### config.mk
export PLATFORM = sky130hd
export DESIGN_NAME = wb_stage
export DESIGN_NICKNAME = d
export VERILOG_FILES = /design/src/rtl/wb_stage.sv
export SDC_FILE = /design/constraint.sdc
export NUM_CORES = 1
export LEC_CHECK = 0
export ABC_AREA = 1
export CORE_MARGIN = 8
export CORE_UTILIZATION = 30
export CTS_CLUSTER_DIAMETER = 150
export DETAILED_ROUTE_END_ITERATION = 8
export GPL_ROUTABILITY_DRIVEN = 0
export PLACE_DENSITY = 0.56
export SYNTH_ARGS = -nofsm -noshare
export SYNTH_HDL_FRONTEND = slang
export SYNTH_SLANG_ARGS = --single-unit
export TNS_END_PERCENT = 100
### constraint.sdc
create_clock -name clk -period 5 [get_ports clk]
set_input_delay 1 -clock clk [delete_from_list [all_inputs] [get_ports clk]]
set_output_delay 1 -clock clk [all_outputs]
set_load 0.01 [all_outputs]
### src/rtl/wb_stage.sv
// wb_stage: write-back stage of the dual-issue pipeline.
//
// This stage registers the two-lane memory-to-write-back bus and passes both
// lanes' register-file writes straight through. It owns the architectural
// HI/LO registers. It also serialises the two retiring lanes onto the
// single-lane debug trace port. When both lanes retire together, it raises
// stallreq_trace for one cycle so that the second lane can be traced in the
// following cycle.
//
// Handshake: the trace port has no ready signal. stallreq_trace is a
// combinational request to the controller. The controller is expected to
// answer in the same cycle by setting stall[4]=Stop and stall[5]=NoStop.
// That makes the input register load a bubble at the next edge, while the
// pending lane is shown on the trace port.
//
// Ports:
//   clk, rst            rising-edge clock, asynchronous active-low reset
//   flush               clears the input register
//   stall[STALL_W-1:0]  bit 4 = this stage's input, bit 5 = sink (1 = Stop)
//   mem_to_wb_bus       {lane2, lane1}, each LANE_W bits
//   wb_to_rf_bus        {l2 we,waddr,wdata, l1 we,waddr,wdata}
//   hi_o, lo_o          architectural HI/LO
//   stallreq_trace      one-cycle stall request for dual retirement
//   debug_wb_*          serialised trace port
module wb_stage #(
  parameter int STALL_W = 6,
  parameter int LANE_W  = 136
) (
  input  logic                  clk,
  input  logic                  rst,
  input  logic                  flush,
  input  logic [STALL_W-1:0]    stall,
  input  logic [2*LANE_W-1:0]   mem_to_wb_bus,
  output logic [75:0]           wb_to_rf_bus,
  output logic [31:0]           hi_o,
  output logic [31:0]           lo_o,
  output logic                  stallreq_trace,
  output logic [31:0]           debug_wb_pc,
  output logic [3:0]            debug_wb_rf_wen,
  output logic [4:0]            debug_wb_rf_wnum,
  output logic [31:0]           debug_wb_rf_wdata
);

  typedef enum logic [0:0] {S_IDLE = 1'b0, S_PEND = 1'b1} state_e;

  logic [2*LANE_W-1:0] in_q, in_d;
  logic [31:0]         hi_q, hi_d, lo_q, lo_d;
  logic [69:0]         pend_q, pend_d;   // {pc, we, waddr, wdata} of held lane2
  state_e              state_q, state_d;

  logic [LANE_W-1:0]   l1, l2;
  logic                l1_v, l2_v;
  logic [69:0]         trace_sel;

  assign l1   = in_q[LANE_W-1:0];
  assign l2   = in_q[2*LANE_W-1:LANE_W];
  // Bubbles carry pc = 0, so a nonzero pc marks a live lane.
  assign l1_v = (l1[69:38] != 32'd0);
  assign l2_v = (l2[69:38] != 32'd0);

  // Input register.
  always_comb begin
    in_d = in_q;
    if (flush) begin
      in_d = '0;
    end else if (stall[4] && !stall[5]) begin
      in_d = '0;
    end else if (!stall[4]) begin
      in_d = mem_to_wb_bus;
    end
  end

  // Register-file writes go straight through. A same-address collision is
  // resolved inside the register file, where lane2 wins.
  assign wb_to_rf_bus = {l2[37:0], l1[37:0]};

  // HI/LO: lane2 is younger, so its per-field writes override lane1's.
  always_comb begin
    hi_d = hi_q;
    lo_d = lo_q;
    if (l1_v && l1[135]) hi_d = l1[133:102];
    if (l1_v && l1[134]) lo_d = l1[101:70];
    if (l2_v && l2[135]) hi_d = l2[133:102];
    if (l2_v && l2[134]) lo_d = l2[101:70];
  end

  assign hi_o = hi_q;
  assign lo_o = lo_q;

  // Trace FSM: state register.
  always_ff @(posedge clk or negedge rst) begin
    if (!rst) begin
      in_q    <= '0;
      hi_q    <= '0;
      lo_q    <= '0;
      pend_q  <= '0;
      state_q <= S_IDLE;
    end else begin
      in_q    <= in_d;
      hi_q    <= hi_d;
      lo_q    <= lo_d;
      pend_q  <= pend_d;
      state_q <= state_d;
    end
  end

  // Trace FSM: next state.
  // PEND lasts exactly one cycle. The held lane is already committed, so a
  // flush arriving during PEND does not cancel it.
  always_comb begin
    state_d = state_q;
    pend_d  = pend_q;
    case (state_q)
      S_IDLE: begin
        if (l1_v && l2_v) begin
          state_d = S_PEND;
          pend_d  = l2[69:0];
        end
      end
      S_PEND:  state_d = S_IDLE;
      default: state_d = S_IDLE;
    endcase
  end

  // Trace FSM: outputs.
  // While in PEND, the input register should hold a bubble. Any lanes it
  // holds anyway are not traced.
  always_comb begin
    stallreq_trace = 1'b0;
    trace_sel      = '0;
    case (state_q)
      S_IDLE: begin
        if (l1_v && l2_v) begin
          stallreq_trace = 1'b1;
          trace_sel      = l1[69:0];
        end else if (l1_v) begin
          trace_sel = l1[69:0];
        end else if (l2_v) begin
          trace_sel = l2[69:0];
        end
      end
      S_PEND:  trace_sel = pend_q;
      default: trace_sel = '0;
    endcase
  end

  assign debug_wb_pc       = trace_sel[69:38];
  assign debug_wb_rf_wen   = {4{trace_sel[37]}};
  assign debug_wb_rf_wnum  = trace_sel[36:32];
  assign debug_wb_rf_wdata = trace_sel[31:0];

endmodule

==> results.cfg <==
[cts]
cts_buffers = 48
htreeDepth = 2
max-clock-path-buffers = 3
cts_tree = done
hold_buffers = 0
cts-resized-gates = 0
post-cts-setup-buffers = 0
clock-sinks = 407
clk_pin_slew_ns = 0.06
clk_latency_ns = 0.57
cts-root-buf = clkbuf_16

[drt]
drtIter0Drc = 1016
routedWlPerCell_microns = 18.94
routed_wl_mm = 65.08
vias = 16106
drc_errors = 0
avgViaCountPerCell = 4.687
ant_nets = 0
first_pass_iters = 5

[floorplanning]
num_rows = 91
die_w_microns = 266.0
die_h_microns = 266.0
die_area_sq_um = 70760
ios = 495
core_area_sq_um = 61710
start_util_pct = 30.38

[sta]
rsz0062_at_grt = no
slew_headroom_pct = 23.75
worst_slew_pin_slew_ns = 1.140
fin_tns_setup_ns = 0
finalCritPeriodShare_pct = 87.08
fin_worst_skew_ns = 0.01318
setup_viol = 0
slew_viol_final = 0
hold_violations = 0
max_freq_ghz = 0.2297
period_minus_slack_ns = 4.354

[grt]
grt_pass1_wl_mm = 100.6
track_usage_pct = 17.88
grt_util_met1_pct = 23.17
busiest_layer = met2
grt_util_met2_pct = 29.70
gr-usage-met3_pct = 4.290
grt_max_degree = 138
grt_pass1_vias = 16684
antenna_found_initial = 6
gr-total-overflow = 0

[logic_synthesis]
syn_nets = 2485
yosysWarnings = 0
syn-cell-area_sq_um = 18750
seq_area_frac_synth_pct = 54.32
syn_area_per_cell_sq_um = 8.507
synth_seq_cells = 407
synth_cells = 2204
synth.distinct_cells = 26

[worst_setup_path]
path_buf_inv = 3
startpoint_type = register
cp.arrival_ns = 3.35
cp_top_family = buffers and inverters
required_ns = 4.00
cp_slowest_cell = clkdlybuf4s50_1
crit_type = register to output port
slowest_delay_ns = 0.62
crit_fanout = 37
worstPathCellList = nor2_1 -> nand2_1 -> inv_1 -> nand2_1 -> nor2_1 -> nand2_2 -> buf_4 -> a21oi_1 -> a21oi_1 -> clkdlybuf4s50_1
end_kind = output port

[placed_design]
detailed_place_hpwl_mm = 44.82
place.port_buffers = 490

[power]
powerDensity_nw_per_um2 = 397.8
p_leak_nw = 11.82
peakVddDrop_uv = 242.8

[worst_hold_path]
hold_path_class = register to register

[cells_and_area]
fin_util_pct = 41.03
final_nets = 2841
fill_cells = 6189
area_growth_pct = 35.03
drive_gt1_share_pct = 5.434

[run]
max-cap-violations = 0

[status]
status = complete, no violations
stage by stage:
stage          setup WS (ns)  hold slack (ns)  total power [mW]  cells  instance area [sq um]
4_1_cts               0.5543           0.4757             10.23   3432                  25310
3_5_place_dp           1.186           0.4607             6.705   3347                  23750
5_1_grt               0.4468           0.4956             10.59   3434                  25310
6_report              0.6461           0.4738             10.07   3436                  25320
3_3_place_gp           1.199           0.4601             6.682   3347                  23750
2_1_floorplan          2.275           0.4534             5.195   2204                  18750
path summary, 6_finish.rpt:
check,cells past startpoint,from,slack [ns],endpoint
worst min register to register,2,lo_o[14],0.47,lo_o[14]
min in group asynchronous,1,rst,0.48,pend_q[44]
worst min-delay path,2,lo_o[14],0.47,lo_o[14]
worst max register to register,9,in_q[180],1.76,hi_o[30]
max in group asynchronous,2,rst,3.33,hi_o[3]
worst max-delay path,10,in_q[42],0.65,debug_wb_rf_wen[1]
cell usage after synthesis:
master | count | area [sq um]
clkbuf_1 | 62 | 232.7
nand4_1 | 1 | 6.260
dfrtp_1 | 407 | 10180
inv_2 | 4 | 15.01
a21oi_1 | 99 | 495.5
and2_1 | 2 | 12.51
o21ai_0 | 29 | 145.1
clkbuf_2 | 1 | 5.000
nor2_1 | 95 | 356.6
a31oi_1 | 9 | 56.30
buf_4 | 99 | 743.2
nand3_4 | 1 | 17.52
buf_1 | 3 | 11.26
nor2_2 | 3 | 18.77
o21ai_1 | 45 | 225.2
nand2_2 | 5 | 31.28
buf_6 | 8 | 90.09
o21ai_2 | 20 | 175.2
or2_2 | 1 | 6.260
nand2_1 | 244 | 915.9
nor2_4 | 2 | 22.52
inv_1 | 547 | 2053
o22ai_1 | 272 | 1702
nand3b_1 | 1 | 7.510
nand3_1 | 206 | 1031
buf_2 | 38 | 190.2
kinds of logic (layout without fill, tap and decap cells):
| family | count (synthesis) | in the layout | share of synthesized area [%] |
|---|---|---|---|
| flops | 407 | 407 | 54.32 |
| other cells | 0 | 4 | 0 |
| simple gates | 561 | 561 | 12.94 |
| buf+inv | 762 | 1153 | 17.82 |
| compound gates | 474 | 474 | 14.93 |
flip-flops by register name, summed over array words and instances (netlist names):
register and count:
lo_o 32, in_q 272, hi_o 32, state_q 1
pend_q 70
cell usage in the layout, fill, tap and decap left out, types with 11 or more instances in the layout:
cell               n
nand2_1          244
nand3_1          206
clkbuf_1          11
clkbuf_8          11
nor2_1            95
buf_4             19
o21ai_0           29
clkdlybuf4s50_1  489
o22ai_1          272
dfrtp_1          406
clkbuf_16         49
o21ai_2           20
o21ai_1           44
a21oi_1           99
inv_1            546
area by class of cell:
class	count	area [sq um]	share of cell area, %
Antenna cell	4	10.01	0.03954
Multi-Input combinational cell	1035	5239	20.69
Sequential cell	407	10190	40.23
Timing Repair Buffer	517	5213	20.59
Inverter	551	2068	8.169
Tap cell	837	1047	4.136
Clock buffer	71	1419	5.604
Clock inverter	14	136.4	0.5387
routing by layer:
metal / share of wire, % / routed length [microns]
met1: 43 / 28100
met2: 48 / 31270
met3: 6.3 / 4102
met4: 2.4 / 1584
met5: 0.032 / 21
worst reg2reg max path, stage by stage (launching register included):
cell     delay (ns)
dfrtp_1        0.38
nor2_1         0.15
nand2_1        0.17
nor2_1         0.13
and2_1         0.14
nand2_2        0.58
buf_4          0.44
nand2_2        0.83
nand3_1        0.23
nand3_1        0.12
report_power, final:
group | internal, mW | leakage [nW] | switching [mW]
combinational | 1.27 | 5.62 | 1.53
clock | 2.06 | 0.765 | 1.39
sequential | 3.60 | 5.44 | 0.215
Power figures use the tool's default switching activity.
